$ cat src/rtl/data_bus_arbiter.sv
// Two-master arbiter for the MEM-stage data-memory port: CPU-first with DMA ageing,
// bounded DMA lock bursts, and a one-cycle CPU priority window after every burst.
module data_bus_arbiter #(
  parameter int AGE_MAX  = 4,
  parameter int LOCK_MAX = 16
) (
  input  logic        clk,
  input  logic        reset,
  input  logic        cpu_req,
  input  logic        cpu_we,
  input  logic [31:0] cpu_addr,
  input  logic [31:0] cpu_wdata,
  output logic [31:0] cpu_rdata,
  output logic        cpu_stall,
  input  logic        dma_req,
  input  logic        dma_we,
  input  logic        dma_lock,
  input  logic [31:0] dma_addr,
  input  logic [31:0] dma_wdata,
  output logic [31:0] dma_rdata,
  output logic        dma_gnt,
  output logic [31:0] mem_addr,
  output logic [31:0] mem_wdata,
  output logic        mem_read,
  output logic        mem_write,
  input  logic [31:0] mem_rdata
);

  // state  | meaning
  // NORMAL | CPU priority; DMA wins when CPU idle, aged out, or CPU absent in cool cycle
  // LOCKED | DMA owns the bus while it holds dma_req & dma_lock, up to LOCK_MAX cycles
  typedef enum logic {NORMAL = 1'b0, LOCKED = 1'b1} mode_t;

  localparam logic [3:0] AGE_TOP  = 4'(AGE_MAX);
  localparam logic [7:0] LOCK_TOP = 8'(LOCK_MAX);

  mode_t      mode, mode_nxt;
  logic [3:0] age, age_nxt;
  logic [7:0] lock_cnt, lock_cnt_nxt;
  logic       cool, cool_nxt;
  logic       cpu_win, dma_win;

  always_ff @(posedge clk or negedge reset) begin
    if (!reset) begin
      mode     <= NORMAL;
      age      <= '0;
      lock_cnt <= '0;
      cool     <= 1'b0;
    end else begin
      mode     <= mode_nxt;
      age      <= age_nxt;
      lock_cnt <= lock_cnt_nxt;
      cool     <= cool_nxt;
    end
  end

  always_comb begin
    cpu_win = 1'b0;
    dma_win = 1'b0;
    if (mode == LOCKED) begin
      dma_win = dma_req;
      cpu_win = cpu_req & ~dma_req;
    end else if (cool) begin
      cpu_win = cpu_req;
      dma_win = dma_req & ~cpu_req;
    end else begin
      dma_win = dma_req & (~cpu_req | (age == AGE_TOP));
      cpu_win = cpu_req & ~dma_win;
    end
  end

  always_comb begin
    mode_nxt     = mode;
    lock_cnt_nxt = lock_cnt;
    cool_nxt     = 1'b0;
    age_nxt      = age;
    if (dma_win || !dma_req) begin
      age_nxt = '0;
    end else if (cpu_win && age < AGE_TOP) begin
      age_nxt = age + 4'd1;
    end
    if (mode == LOCKED) begin
      if (!dma_req || !dma_lock || (dma_win && lock_cnt == LOCK_TOP)) begin
        mode_nxt     = NORMAL;
        lock_cnt_nxt = '0;
        cool_nxt     = 1'b1;
      end else if (dma_win && dma_lock) begin
        lock_cnt_nxt = lock_cnt + 8'd1;
      end
    end else if (dma_win && dma_lock && !cool) begin
      mode_nxt     = LOCKED;
      lock_cnt_nxt = 8'd1;
    end
  end

  // Outputs are held at zero for the whole time reset is low, not just after an edge.
  always_comb begin
    cpu_stall = 1'b0;
    dma_gnt   = 1'b0;
    mem_read  = 1'b0;
    mem_write = 1'b0;
    mem_addr  = '0;
    mem_wdata = '0;
    cpu_rdata = '0;
    dma_rdata = '0;
    if (reset) begin
      cpu_stall = cpu_req & ~cpu_win;
      dma_gnt   = dma_win;
      if (dma_win) begin
        mem_addr  = dma_addr;
        mem_wdata = dma_wdata;
        mem_read  = ~dma_we;
        mem_write = dma_we;
        dma_rdata = dma_we ? 32'd0 : mem_rdata;
      end else if (cpu_win) begin
        mem_addr  = cpu_addr;
        mem_wdata = cpu_wdata;
        mem_read  = ~cpu_we;
        mem_write = cpu_we;
        cpu_rdata = cpu_we ? 32'd0 : mem_rdata;
      end
    end
  end

endmodule

$ cat config.mk
export PLATFORM = sky130hd
export DESIGN_NAME = data_bus_arbiter
export DESIGN_NICKNAME = d
export VERILOG_FILES = /design/src/rtl/data_bus_arbiter.sv
export SDC_FILE = /design/constraint.sdc
export NUM_CORES = 1
export LEC_CHECK = 0
export ABC_AREA = 1
export CAP_MARGIN = 20
export CORE_AREA = 4 4 114 116
export DETAILED_ROUTE_END_ITERATION = 16
export DIE_AREA = 0 0 118 120
export PLACE_DENSITY = 0.66
export REMOVE_ABC_BUFFERS = 1
export SYNTH_ARGS = -nofsm -noshare
export SYNTH_HDL_FRONTEND = slang
export SYNTH_SLANG_ARGS = --single-unit
export TNS_END_PERCENT = 1
$ cat constraint.sdc
create_clock -name clk -period 2.1 [get_ports clk]
set_clock_uncertainty 0.15 [all_clocks]
set_input_delay 0.42 -clock clk [delete_from_list [all_inputs] [get_ports clk]]
set_output_delay 0.42 -clock clk [all_outputs]
set_load 0.02 [all_outputs]
## Word-level counts from Yosys, hierarchy flattened

Cells that the tools add are included.

| word-level totals | value |
|---|---|
| word-level logic and storage cells | 71 |
| input bits | 167 |
| output and inout bits | 132 |
| flip-flop bits (word level) | 14 |

| cells by class | value |
|---|---|
| equal/unequal tests | 3 |
| reduce and logical (&&, ||, !) cells | 13 |
| order comparisons | 1 |
| muxes and demuxes | 36 |
| bitwise gates (word level) | 12 |
| add/subtract/negate cells | 2 |

Operators by type and width:

| operator | number |
|---|---|
| 2-to-1 mux 32 bit | 13 |
| 2-to-1 mux 8 bit | 4 |
| 2-to-1 mux 1 bit | 17 |
| adder 8 x 1 -> 8 bit (second input constant) | 1 |
| equality test 8 x 5 -> 1 bit (second input constant) | 1 |
| 2-to-1 mux 4 bit | 2 |
| inverter 1 bit | 6 |
| AND 1 bit | 5 |
| adder 4 x 1 -> 4 bit (second input constant) | 1 |
| equality test 4 x 3 -> 1 bit (second input constant) | 1 |
| logical AND 1 bit | 4 |
| less-than comparator 4 x 3 -> 1 bit (second input constant) | 1 |
| nonzero test 2 bit | 2 |
| logical NOT 1 bit | 3 |
| logical OR 1 bit | 3 |
| inequality test 3 x 1 -> 1 bit (second input constant) | 1 |
| AND reduction 2 bit | 1 |
| bitwise OR 1 bit | 1 |

## Longest topological paths before layout

| logic depth | value |
|---|---|
| depth in word-level cells | 10 |
| gate-level depth with buffers | 12 |
| gate-level depth less buffers | 11 |

## Worst setup path after synthesis

OpenSTA, ideal clock, no wires.

| path | value |
|---|---|
| path type | register -> output |
| start point | reg age[0] |
| end point | out cpu_rdata[10] |
| path buffers | 1 |
| slack | -0.012 ns |
| data required time | 1.530 ns |
| stages on the path, launching flop included | 11 |
| data arrival time | 1.542 ns |
| path through | dfrtp_1 -> inv_1 -> ha_1 -> nand2_1 -> inv_1 -> nand3_1 -> nand2_4 -> nor2_8 -> nand2_2 -> buf_2 -> nor2_1 |

| on the way | value |
|---|---|
| longest elaborated chain between the ends | 10 |
| elaborated cells on any way between the ends | 12 |
| classes of those cells | eq/ne: 1; mux: 7; bitwise: 4 |

Ends and longest elaborated chain:

| element | RTL line | source |
|---|---|---|
| from (decl) | 38 | `logic [3:0] age, age_nxt;` |
| from (signal assigned) | 51 | `age <= age_nxt;` |
| equality test 4 x 3 -> 1 bit (*) | 67 | `dma_win = dma_req & (~cpu_req \| (age == AGE_TOP));` |
| bitwise OR 1 bit (*) | 67 |  |
| AND 1 bit (*) | 67 |  |
| inverter 1 bit | 68 | `cpu_win = cpu_req & ~dma_win;` |
| AND 1 bit | 68 |  |
| 2-to-1 mux 1 bit | 63 | `end else if (cool) begin` |
| 2-to-1 mux 1 bit | 60 | `if (mode == LOCKED) begin` |
| 2-to-1 mux 32 bit | 115 | `end else if (cpu_win) begin` |
| 2-to-1 mux 32 bit (*) | 109 | `if (dma_win) begin` |
| 2-to-1 mux 32 bit (*) | 106 | `if (reset) begin` |
| to (decl) | 13 | `output logic [31:0] cpu_rdata,` |

Mark *: on every way between the ends. The rest lies on a longest branch, timed or not.

## Worst setup path after layout

| path | value |
|---|---|
| start point | reg age[0] |
| end point | out mem_addr[19] |

| on the way | value |
|---|---|
| longest elaborated chain between the ends | 10 |
| elaborated cells on any way between the ends | 12 |
| classes of those cells | eq/ne: 1; mux: 7; bitwise: 4 |

Ends and longest elaborated chain:

| element | RTL line | source |
|---|---|---|
| equality test 4 x 3 -> 1 bit (*) | 67 |  |
| bitwise OR 1 bit (*) | 67 |  |
| AND 1 bit (*) | 67 |  |
| inverter 1 bit | 68 |  |
| AND 1 bit | 68 |  |
| 2-to-1 mux 1 bit | 63 |  |
| 2-to-1 mux 1 bit | 60 |  |
| 2-to-1 mux 32 bit | 115 |  |
| 2-to-1 mux 32 bit (*) | 109 |  |
| 2-to-1 mux 32 bit (*) | 106 |  |
| to (decl) | 22 | `output logic [31:0] mem_addr,` |

Marks and branches as above.

==> impl_metrics.yaml <==
status:
  status: "finished, violations left"
  violations: "setup timing"
synthesis:
  synthMuxAreaShare: 0
  ys_seq_elements: 14
  synth_top_family_by_area: "simple AND/OR/NAND/NOR gates"
  synth_compound_area_frac: 0.01707
  synthAdderAreaFrac: 0.02203
  netlist_area_um2: 2272
  synth_simple_gate_area_share: 0.6591
  netlist_instances: 441
  synth_cell_types: 21
  synth_xor_area_frac: 0.02313
  ys_seq_area_frac: 0.1542
  synth.avg_cell_area_um2: 5.152
  ys_warn_count: 0
floorplanning:
  die_w_um: 118
  core_um2: 11910
  die-area_um2: 14160
  die_y_um: 120
  io_pins: 299
  initial_core_util: 0.1908
  std_cell_rows: 40
drt:
  dr.pass1.iters: 4
  via_per_inst: 4.498
  ant_nets: 0
  wl_um: 14900
  drc: 0
  drtIter0Drc: 235
  avgRoutedWirePerCell_um: 16.52
  vias: 4057
worst_setup_path:
  timing.rr.start: "age[0]"
  cp-startpoint: "age[0]"
  rrSetupSlack_ns: 0.30
  rr_endpoint: "age[0]"
  cpPeakStageDelay_ns: 0.37
  cp_slowest_cell: "dfrtp_1"
  cp_max_fo: 5
  crit_type: "flop to primary output"
  setup.worst_path.end_class: "primary output"
  start_kind: "flop"
  critPathArrivalTime_ns: 1.90
  crit_end: "mem_addr[19]"
  cp.required_ns: 1.53
  rr_worst_depth: 10
  path_cells: "inv_2 > ha_4 > nand2_2 > inv_2 > nand3_2 > nand2_4 > nor2_8 > buf_12 > buf_12 > clkbuf_16 > nand3_2 > nand2_2 > buf_6"
timing:
  slew_violations: 0
  tightest_slew_ns: 0.4171
  hold_viol: 0
  setup_viol: 132
  fin_ws_ns: -0.3718
  min_period_ns: 2.472
  slew_headroom: 0.7209
  rsz0062_at_grt: "yes"
  fin_crit_sh: 1.177
  whs_ns: 0.007164
  max_freq_mhz: 404.6
power_and_ir_drop:
  power.density_nw_per_um2: 311.7
  peakVddDrop_mv: 0.4870
  leakage_nw: 3.006
  total_power_mw: 1.860
clocking:
  cts_sinks: 14
  cts_buffer_depth: 2
  numCtsBuffers: 3
  clkTransAtPathRegs_ns: 0.05
  clockRootBuffer: "clkbuf_16"
  ctsHoldBuffers: 0
  clock_latency_ns: 0.24
  tritoncts: "done"
  htree_levels: 1
place:
  gp_congestion: 0.9006
  port_buffers: 298
  placed_cells: 882
  pre_cts_ws_ns: -0.9380
  dp_hpwl_um: 11420
layout:
  final_cell_mix: "172 x nand2_1, 163 x clkdlybuf4s50_1, 98 x buf_4"
  drive_gt1_frac: 0.3020
  layout_commonest_cell: "nand2_1"
  area_growth_pct: 162.6
  final_nets: 927
  num_antenna_cells: 0
  fin_cells: 902
global_routing:
  grt_first_pass_wirelength_um: 21200
  track_usage: 0.1805
  grt-ovfl-total: 0
  grt_pass1_vias: 3840
  grt_max_degree: 53
  antenna_found_initial: 0
run:
  maxCapViolCount: 0
min_path:
  hp-class: "primary input to asynchronous set/reset pin"
## metal layers
metal / global-route usage / wire [um] / share of wire
met1: 0.2100 / 5632 / 0.38
met2: 0.3306 / 7794 / 0.52
met3: 0.05561 / 1282 / 0.086
met4: 0.02857 / 191 / 0.013
met5: 0 / 0 / 0
## repair_timing
action | in CTS | in global routing
setup buffers | 0 | 9
pin swaps | 0 | 13
setup endpoints to repair | 132 | 132
cloned | 0 | 7
resized for setup | 620 | 124
## registers in the layout, indices dropped and copies added (netlist names)
name,count
cool,1
mode,1
age,4
lock_cnt,8
## worst max-delay path, delay by kind of cell, from the launching register on
| family | cells | cell delay, ns |
|---|---|---|
| fa+ha+maj | 1 | 0.15 |
| buf+inv | 6 | 0.62 |
| flops | 1 | 0.37 |
| simple gates | 6 | 0.52 |
## metrics by stage
stage | setup TNS, ns | instance area, um2 | util
after global placement | -107.16 | 5544 | 0.4654
after floorplan | -50.11 | 2072 | -
after CTS | -44.83 | 5505 | 0.4622
after global routing | -46.95 | 5966 | 0.5008
final | -33.75 | 5966 | 0.5008
after detailed placement | -110.18 | 5544 | 0.4654
## cell families after synthesis
logic type      after synthesis
xor+xnor                      6
fa+ha+maj                     4
simple gates                356
flops                        14
buf+inv                      54
compound gates                7
## cell usage after synthesis
master,count,area (um2)
nand3_2,1,10.01
nand3_1,83,415.4
nand2_1,184,690.7
clkbuf_1,10,37.54
nor2_8,1,20.02
nand4_1,8,50.05
inv_2,2,7.510
ha_1,4,50.05
o21ai_2,1,8.760
nor2_1,75,281.5
dfrtp_1,14,350.3
buf_4,1,7.510
clkinv_1,2,7.510
a21oi_1,3,15.01
nand2_4,1,11.26
buf_6,8,90.09
o21ai_0,3,15.01
inv_1,18,67.56
xor2_1,6,52.55
nand2_2,3,18.77
buf_2,13,65.06
## power breakdown
| part | switching, mW | internal, mW | total (mW) |
|---|---|---|---|
| registers | 0.0111 | 0.283 | 0.294 |
| logic | 0.526 | 0.639 | 1.16 |
| clock network | 0.112 | 0.289 | 0.401 |
| total | 0.649 | 1.21 | 1.86 |
## worst min-delay path by stage
stage          startpoint          end  cells after the start
3_5_place_dp        reset  lock_cnt[4]                      2
4_1_cts             reset  lock_cnt[4]                      2
6_report            reset  lock_cnt[4]                      2
2_1_floorplan       reset       age[0]                      0
3_3_place_gp        reset  lock_cnt[4]                      2
5_1_grt             reset  lock_cnt[4]                      2
## cell type report
type / instances / area [um2]
fillers: 1237 / 5946
repair buffers: 342 / 3481
multi-input cells: 373 / 1774
flip-flops and latches: 14 / 350.3
well taps: 147 / 183.9
clock buffers: 4 / 88.84
inverters: 22 / 87.58
Power figures use the tool's default switching activity.
